$ cat src/rtl/bh1750_lux_proc_if.sv
// ============================================================================
// Module : bh1750_lux_proc_if
// Brief  : Reader-to-processor bundle: raw sample + busy in, lux/BCD results out.
// Rev    : 1.0  initial release
// ============================================================================
`default_nettype none

interface bh1750_lux_proc_if;
    logic [15:0] data;
    logic        busy;
    logic [15:0] lux_inst;
    logic [15:0] lux_avg;
    logic [19:0] bcd;
    logic        valid;
    logic        overrun;

    modport master (
        output data, busy,
        input  lux_inst, lux_avg, bcd, valid, overrun
    );

    modport slave (
        input  data, busy,
        output lux_inst, lux_avg, bcd, valid, overrun
    );
endinterface

`default_nettype wire

$ cat src/rtl/bh1750_lux_proc.sv
// ============================================================================
// Module : bh1750_lux_proc
// Brief  : BH1750 raw count -> lux (raw*5/6), 2^N moving average, packed BCD.
// Rev    : 1.0  initial release
// ============================================================================
`default_nettype none

module bh1750_lux_proc #(
    parameter int AVG_LOG2 = 2
) (
    input  wire logic         sys_clk,
    input  wire logic         _rst,
    bh1750_lux_proc_if.slave  bus
);

    localparam int c_DEPTH = 1 << AVG_LOG2;
    localparam int c_PW    = (AVG_LOG2 > 0) ? AVG_LOG2 : 1;
    localparam int c_SW    = 16 + AVG_LOG2;

    typedef enum logic [2:0] {
        S_IDLE = 3'd0,
        S_DIV  = 3'd1,
        S_AVG  = 3'd2,
        S_BCD  = 3'd3,
        S_DONE = 3'd4
    } state_t;

    state_t             r_state;
    state_t             w_next;
    logic               r_busy_d;
    logic               w_event;
    logic [4:0]         r_cnt;

    logic [18:0]        r_dvd;
    logic [2:0]         r_rem;
    logic [15:0]        r_quot;
    logic [3:0]         w_trial;
    logic               w_ge6;

    logic [15:0]        r_buf [c_DEPTH];
    logic [c_PW-1:0]    r_ptr;
    logic [c_SW-1:0]    r_sum;
    logic [c_SW-1:0]    w_sum_new;
    logic [15:0]        w_avg_new;
    logic               r_primed;
    logic [15:0]        r_avg;

    logic [35:0]        r_dd;
    logic [35:0]        w_dd_adj;
    logic [35:0]        w_dd_shf;

    logic [15:0]        r_lux_inst;
    logic [15:0]        r_lux_avg;
    logic [19:0]        r_bcd;
    logic               r_overrun;

    assign w_event = r_busy_d & ~bus.busy;

    // Restoring divide by 6: the partial remainder never exceeds 5, so 3 bits hold it.
    assign w_trial = {r_rem, r_dvd[18]};
    assign w_ge6   = (w_trial >= 4'd6);

    always_comb begin
        w_sum_new = r_sum;
        if (r_primed)
            w_sum_new = r_sum - c_SW'(r_buf[r_ptr]) + c_SW'(r_quot);
        else
            w_sum_new = c_SW'(r_quot) << AVG_LOG2;
        w_avg_new = 16'(w_sum_new >> AVG_LOG2);
    end

    always_comb begin
        w_dd_adj = r_dd;
        for (int d = 0; d < 5; d++) begin
            if (r_dd[16+4*d +: 4] >= 4'd5)
                w_dd_adj[16+4*d +: 4] = r_dd[16+4*d +: 4] + 4'd3;
        end
        w_dd_shf = {w_dd_adj[34:0], 1'b0};
    end

    always_ff @(posedge sys_clk) begin
        if (_rst)
            r_state <= S_IDLE;
        else
            r_state <= w_next;
    end

    always_comb begin
        w_next = r_state;
        case (r_state)
            S_IDLE: if (w_event)            w_next = S_DIV;
            S_DIV:  if (r_cnt == 5'd18)     w_next = S_AVG;
            S_AVG:                          w_next = S_BCD;
            S_BCD:  if (r_cnt == 5'd15)     w_next = S_DONE;
            S_DONE:                         w_next = S_IDLE;
            default:                        w_next = S_IDLE;
        endcase
    end

    always_ff @(posedge sys_clk) begin
        if (_rst) begin
            r_busy_d   <= 1'b0;
            r_cnt      <= '0;
            r_dvd      <= '0;
            r_rem      <= '0;
            r_quot     <= '0;
            for (int i = 0; i < c_DEPTH; i++)
                r_buf[i] <= '0;
            r_ptr      <= '0;
            r_sum      <= '0;
            r_primed   <= 1'b0;
            r_avg      <= '0;
            r_dd       <= '0;
            r_lux_inst <= '0;
            r_lux_avg  <= '0;
            r_bcd      <= '0;
            r_overrun  <= 1'b0;
        end else begin
            r_busy_d <= bus.busy;
            if (w_event && r_state != S_IDLE)
                r_overrun <= 1'b1;

            case (r_state)
                S_IDLE: begin
                    if (w_event) begin
                        r_dvd  <= {3'b000, bus.data} * 19'd5;
                        r_rem  <= '0;
                        r_quot <= '0;
                        r_cnt  <= '0;
                    end
                end
                S_DIV: begin
                    r_dvd  <= {r_dvd[17:0], 1'b0};
                    r_rem  <= w_ge6 ? 3'(w_trial - 4'd6) : w_trial[2:0];
                    r_quot <= {r_quot[14:0], w_ge6};
                    r_cnt  <= (r_cnt == 5'd18) ? 5'd0 : r_cnt + 5'd1;
                end
                S_AVG: begin
                    if (r_primed) begin
                        r_buf[r_ptr] <= r_quot;
                        r_ptr        <= (r_ptr == c_PW'(c_DEPTH - 1)) ? '0 : r_ptr + 1'b1;
                    end else begin
                        for (int i = 0; i < c_DEPTH; i++)
                            r_buf[i] <= r_quot;
                        r_primed <= 1'b1;
                    end
                    r_sum <= w_sum_new;
                    r_avg <= w_avg_new;
                    r_dd  <= {20'd0, w_avg_new};
                    r_cnt <= '0;
                end
                S_BCD: begin
                    r_dd  <= w_dd_shf;
                    r_cnt <= r_cnt + 5'd1;
                    // Results land on the edge into DONE so they coincide with valid.
                    if (r_cnt == 5'd15) begin
                        r_lux_inst <= r_quot;
                        r_lux_avg  <= r_avg;
                        r_bcd      <= w_dd_shf[35:16];
                    end
                end
                default: ;
            endcase
        end
    end

    assign bus.lux_inst = r_lux_inst;
    assign bus.lux_avg  = r_lux_avg;
    assign bus.bcd      = r_bcd;
    assign bus.valid    = (r_state == S_DONE);
    assign bus.overrun  = r_overrun;

endmodule

`default_nettype wire

$ cat src/flat_wrapper.sv
// flat-port wrapper written by rule: the top's interface ports become plain ports
module bh1750_lux_proc_flat 
#(
    parameter int AVG_LOG2 = 2
)
  (sys_clk, _rst, bus_data, bus_busy, bus_lux_inst, bus_lux_avg, bus_bcd, bus_valid, bus_overrun);
  bh1750_lux_proc_if bus_i ();
  input  wire logic sys_clk;
  input  wire logic _rst;
  input wire logic [$bits(bus_i.data)-1:0] bus_data;
  input wire logic [$bits(bus_i.busy)-1:0] bus_busy;
  output wire logic [$bits(bus_i.lux_inst)-1:0] bus_lux_inst;
  output wire logic [$bits(bus_i.lux_avg)-1:0] bus_lux_avg;
  output wire logic [$bits(bus_i.bcd)-1:0] bus_bcd;
  output wire logic [$bits(bus_i.valid)-1:0] bus_valid;
  output wire logic [$bits(bus_i.overrun)-1:0] bus_overrun;
  assign bus_i.data = bus_data;
  assign bus_i.busy = bus_busy;
  assign bus_lux_inst = bus_i.lux_inst;
  assign bus_lux_avg = bus_i.lux_avg;
  assign bus_bcd = bus_i.bcd;
  assign bus_valid = bus_i.valid;
  assign bus_overrun = bus_i.overrun;
  bh1750_lux_proc #(.AVG_LOG2(AVG_LOG2)) u_core (.sys_clk(sys_clk), ._rst(_rst), .bus(bus_i));
endmodule
$ cat config.mk
export PLATFORM = sky130hd
export DESIGN_NAME = bh1750_lux_proc_flat
export DESIGN_NICKNAME = d
export VERILOG_FILES = /design/src/rtl/bh1750_lux_proc_if.sv /design/src/rtl/bh1750_lux_proc.sv /design/src/flat_wrapper.sv
export SDC_FILE = /design/constraint.sdc
export NUM_CORES = 1
export LEC_CHECK = 0
export ABC_AREA = 1
export BUFFER_PORTS_ARGS = -buffer_cell sky130_fd_sc_hd__buf_2
export CAP_MARGIN = 20
export CORE_UTILIZATION = 49
export DETAILED_ROUTE_END_ITERATION = 7
export GPL_TIMING_DRIVEN = 0
export PLACE_DENSITY = 0.63
export SYNTH_ARGS = -nofsm -noshare
export SYNTH_HDL_FRONTEND = slang
export SYNTH_SLANG_ARGS = --single-unit
$ cat constraint.sdc
create_clock -name sys_clk -period 8.5 [get_ports sys_clk]
set_input_delay 1.275 -clock sys_clk [delete_from_list [all_inputs] [get_ports sys_clk]]
set_output_delay 1.275 -clock sys_clk [all_outputs]
set_load 0.02 [all_outputs]
==> results of run 1 <==
## worst max-delay path by stage
stage,start,endpoint,slack [ps],cells after the start
2_1_floorplan,bus_data[1],u_core.r_dvd[15],5550,13
3_3_place_gp,_rst,u_core.r_buf[2][10],4700,5
3_5_place_dp,_rst,u_core.r_buf[2][10],4680,5
4_1_cts,flop,u_core.r_avg[12],4940,17
5_1_grt,flop,u_core.r_avg[13],4650,18
6_report,flop,u_core.r_avg[6],4930,15
## cells in the final DEF, fill, tap and decap left out, types with 31 or more instances in the layout
cell type	n
dfxtp_1	159
clkbuf_1	37
o21ai_0	120
inv_1	204
edfxtp_1	64
nand2_1	312
buf_2	84
nand3_1	50
o22ai_1	31
ha_1	63
a21oi_1	143
nor2_1	161
## metal layers
| layer | up-vias | wire length [µm] | global-route usage |
|---|---|---|---|
| met3 | 46 | 1710 | 0.0258 |
| li1 | 5069 | - | - |
| met2 | 267 | 14700 | 0.444 |
| met5 | - | 0 | 0 |
| met4 | 0 | 819 | 0.0840 |
| met1 | 4625 | 14400 | 0.362 |
## power groups by stage
stage | logic [mW] | clock network [mW] | registers (mW)
3_3_place_gp | 0.164 | 0 | 1.14
5_1_grt | 0.189 | 1.13 | 1.12
3_5_place_dp | 0.166 | 0 | 1.14
6_report | 0.167 | 1.07 | 1.12
4_1_cts | 0.167 | 1.09 | 1.12
2_1_floorplan | 0.119 | 0 | 1.14
## metrics by stage
step | instance area, µm² | power [mW] | hold WS [ps] | std cells | utilization
2_1_floorplan | 11600 | 1.26 | 439 | 1488 | -
3_3_place_gp | 12400 | 1.31 | 451 | 1873 | 0.540
3_5_place_dp | 12400 | 1.31 | 454 | 1873 | 0.540
4_1_cts | 13200 | 2.37 | 463 | 1919 | 0.576
5_1_grt | 13200 | 2.44 | 485 | 1919 | 0.576
6_report | 13200 | 2.36 | 458 | 1919 | 0.576
## state kept, by name, indices dropped and copies added, names as in the netlist, named ones only
| signal | count |
|---|---|
| u_core.r_dd | 36 |
| u_core.r_state | 3 |
| u_core.r_quot | 16 |
| u_core.r_busy_d | 1 |
| u_core.r_rem | 3 |
| u_core.bus.lux_avg | 16 |
| u_core.r_ptr | 2 |
| u_core.r_sum | 2 |
| u_core.bus.overrun | 1 |
| u_core.r_primed | 1 |
| u_core.bus.bcd | 20 |
| u_core.r_buf | 64 |
| u_core.r_cnt | 5 |
| u_core.r_dvd | 19 |
| u_core.r_avg | 16 |
| u_core.bus.lux_inst | 16 |
## worst max-delay path, stage by stage, from the launching register on
cell	delay (ps)
dfxtp_1	410
inv_1	220
clkbuf_1	380
o21ai_0	200
o22ai_1	290
fa_1	460
inv_1	80
ha_1	290
nand2_1	130
inv_1	70
a21oi_1	130
nand2_1	140
o21ai_0	380
o211ai_1	140
nand2_1	80
inv_1	40
## logic make-up (layout without fill, tap and decap cells)
group,count (synthesis),count (layout),share of synthesized area
XOR/XNOR,16,16,0.0121
AND/OR/NAND/NOR,557,557,0.196
flip-flops,223,223,0.439
buffers and inverters,267,385,0.0913
AO/OA/AOI/OAI,345,345,0.164
adder cells (fa/ha/maj),80,80,0.0971
## layout make-up
| type | instances | share of cell area |
|---|---|---|
| Inverter | 211 | 0.0602 |
| Clock inverter | 11 | 0.00673 |
| Tap cell | 313 | 0.0297 |
| Multi-Input combinational cell | 998 | 0.413 |
| Clock buffer | 35 | 0.0558 |
| Timing Repair Buffer | 72 | 0.0273 |
| Sequential cell | 223 | 0.387 |
| Buffer | 56 | 0.0202 |
==> reports/metrics.yaml, run 1 <==
r2r_setup_slack_ps: 4930
switchingPower_mw: 0.582
clkPwrFrac: 0.455
syn_to_final_growth_pct: 13.6
yosys.cell_count.top_type: "nand2_1"
r2r_end: "u_core.r_avg[6]"
status: "finished clean"
start_util: 0.507
seq_power_share: 0.474
clockRootBuffer: "clkbuf_16"
rsz0062_at_grt: "false"
postCtsHoldBufs: 0
cp.arrival_ps: 3990
p_int_mw: 1.78
power_frac_comb: 0.071
drc: 0
cts_num_sinks: 223
vdd_ir_drop_max_mv: 0.140
cts_buffer_depth: 3
synth_cell_type_count: 42
critPathCaptureType: "flop"
antenna_found_initial: 0
cts.repair.resized: 0
timing.final.crit_share: 0.419
gp_congestion: 0.884
wl_um: 31700
synth_top_area_cell: "dfxtp_1"
clk_pin_slew_worst_paths_ps: 60
holdCritPathClass: "reg2reg"
cellLeakagePower_nw: 5.85
cts_tree: "done"
holdPathStages: 2
cp-start-kind: "flop"
synth_seq_cells: 223
r2r_cells: 15
slew_headroom: 0.455
grt_start_max_net_pins: 17
synth_ff_type: "dfxtp_1"
die_w_um: 156
grt_use_total: 0.266
die_area_um2: 24300
cp.required_ps: 8930
hold_viol: 0
yosys_warnings: 0
swShare: 0.247
holdPathEnd: "u_core.bus.bcd[11]"
grt_pass1_vias: 9379
power_density_nw_per_um2: 179
synthCells: 1488
dp_hpwl_um: 23000
period_needed_ps: 3570
fin_skew_ps: 14.3
totalNegativeSetupSlack_ps: 0
grt_pass1_wl_um: 50000
post_cts_buffers: 0
syn_avg_cell_area_um2: 7.81
io_pins: 73
synth_top_area_frac: 0.274
htree_levels: 1
first_pass_iters: 6
drv_cap: 0
postRouteAntennaNets: 0
worst_skew_pair.late_latency_ps: 540
worstMarginPinSlew_ps: 816
finalSetupViolCount: 0
final-seq-area_um2: 5100
cp_max_fo: 10
drtIter0Drc: 735
drive_gt1_frac: 0.0959
rows: 55
core_um2: 22900
hp-start: "u_core.bus.bcd[11]"
antenna_cells: 0
yosys-top-cells-count: "312 x nand2_1, 204 x inv_1, 161 x nor2_1, 159 x dfxtp_1, 143 x a21oi_1"
viasPerCell: 5.21
fill_cells: 2164
setup_ws_ps: 4930
yosys-top-cells-area: "dfxtp_1 27%, edfxtp_1 17%, nand2_1 10%"
multi_input_area_um2: 5450
drv_slew: 0
synthArstFlopShare: 0
overflow: 0
place_ws_ps: 4680
clock.fmax_ghz: 0.280
fin_nets: 1686
ys_seq_area_frac: 0.439
dr_total_vias: 10000
numCtsBuffers: 25
synth_enable_flop_cells: 64
wire_per_inst_um: 16.5
die_height_um: 156
io_buffers: 72
syn-num-nets: 1587
synthesis.area_um2: 11600
crit_type: "reg2reg"
No activity file was read; power rests on OpenSTA's default activity.
==> run 2: changes to the inputs <==
Settings changed: PLACE_DENSITY 0.63 to 0.65.
Clock period 8.5 ns to 2.86 ns, I/O delays scaled along.
==> reports/metrics.yaml, run 2 (same netlist as run 1, synthesis figures left out) <==
overflow: 0
cts_num_sinks: 223
grt_pass1_wl_um: 50500
cp_max_fo: 10
grt_use_total: 0.267
hold_viol: 0
cts_buffer_depth: 3
largest_register: "u_core.r_buf"
vdd_ir_drop_max_mv: 0.381
drc: 0
grt_start_max_net_pins: 17
gp_congestion: 0.939
holdCritPathClass: "in2reg"
hold_ws_ps: 130
clock.fmax_ghz: 0.356
postCtsHoldBufs: 0
slew_headroom: 0.436
mostFrequentLayoutCell: "nand2_1"
postRouteAntennaNets: 0
worstMarginPinSlew_ps: 844
drtIter0Drc: 758
timing.final.crit_share: 0.981
power_density_nw_per_um2: 499
antenna_cells: 0
syn_to_final_growth_pct: 19.9
power.total_mw: 6.95
die_w_um: 156
drv_cap: 0
grt_pass1_vias: 9475
critPathCaptureType: "flop"
io_buffers: 72
place_ws_ps: -655
clockRootBuffer: "clkbuf_16"
worst_skew_pair.late_latency_ps: 540
cp.arrival_ps: 3230
drv_slew: 0
die_height_um: 156
status: "finished clean"
htree_levels: 1
cellLeakagePower_nw: 6.03
wl_um: 32200
cts_tree: "done"
antenna_found_initial: 0
clk_pin_slew_worst_paths_ps: 60
drive_gt1_frac: 0.167
cp-start-kind: "flop"
final_cell_mix: "294 x nand2_1, 198 x inv_1, 157 x dfxtp_1"
cp.required_ps: 3280
wire_per_inst_um: 16.7
finalSetupViolCount: 0
setup_ws_ps: 53.2
fin_nets: 1692
fin_skew_ps: 18.0
crit_type: "reg2reg"
viasPerCell: 5.35
rows: 55
largest_reg_flops: 64
dp_hpwl_um: 22800
start_util: 0.507
period_needed_ps: 2810
first_pass_iters: 5
rsz0062_at_grt: "true"
io_pins: 73
dr_total_vias: 10300
numCtsBuffers: 25
core_um2: 22900
die_area_um2: 24300
[run 2: repair_timing]
action / CTS / global route
gates resized for setup: 82 / 122
endpoints found under the setup margin: 32 / 30
pin swaps: 3 / 26
buffers inserted: 1 / 5
[run 2: cell type report]
| cell class | count | area, µm² |
|---|---|---|
| repair buffers | 78 | 405 |
| inverters | 211 | 802 |
| plain buffers | 56 | 365 |
| clock inverters | 8 | 53.8 |
| flip-flops and latches | 223 | 5110 |
| well taps | 313 | 392 |
| clock buffers | 38 | 736 |
| fillers | 2031 | 8980 |
| multi-input cells | 998 | 6070 |
[run 2: worst paths after layout]
path	from	endpoint	slack [ps]	depth (start not counted)
worst min-delay path	bus_busy	u_core.r_busy_d	130	3
worst max register to register	flop	u_core.r_avg[10]	50	17
worst max-delay path	flop	u_core.r_avg[10]	50	17
worst min register to register	u_core.r_dvd[0]	u_core.r_dvd[0]	460	2
[run 2: per-layer routing]
layer  part of all wire  GRT usage  up-vias  wire length [µm]
li1                   -          -     5087                 -
met1               0.43      0.351     4818             13800
met2               0.47      0.442      328             15000
met3              0.068     0.0408       63              2190
met4              0.036     0.0994        0              1170
met5                  0          0        -                 0
[run 2: where the power goes]
part / internal (mW) / total, mW / switching [mW]
Combinational: 0.179 / 0.538 / 0.359
Clock: 1.78 / 3.08 / 1.30
Sequential: 3.30 / 3.33 / 0.0266
[run 2: stage by stage]
step	std cells	utilization	TNS, ps	area [µm²]
after floorplan	1488	-	0	11600
after global placement	1873	0.540	-13930	12400
after detailed placement	1873	0.540	-17890	12400
after CTS	1920	0.587	0	13500
after global routing	1925	0.608	-837	13900
final	1925	0.608	0	13900
[run 2: worst max-delay path: stages, from the launching register on]
cell	delay [ps]
dfxtp_4	410
inv_6	60
buf_8	150
nor2_2	90
o22ai_2	110
fa_1	480
inv_1	70
fa_2	420
nand3_1	130
nand2_2	100
nand3_1	100
nand2_2	90
nand2_1	100
nand3_1	100
nand3_2	120
nand3_2	60
nand2_1	60
inv_1	40
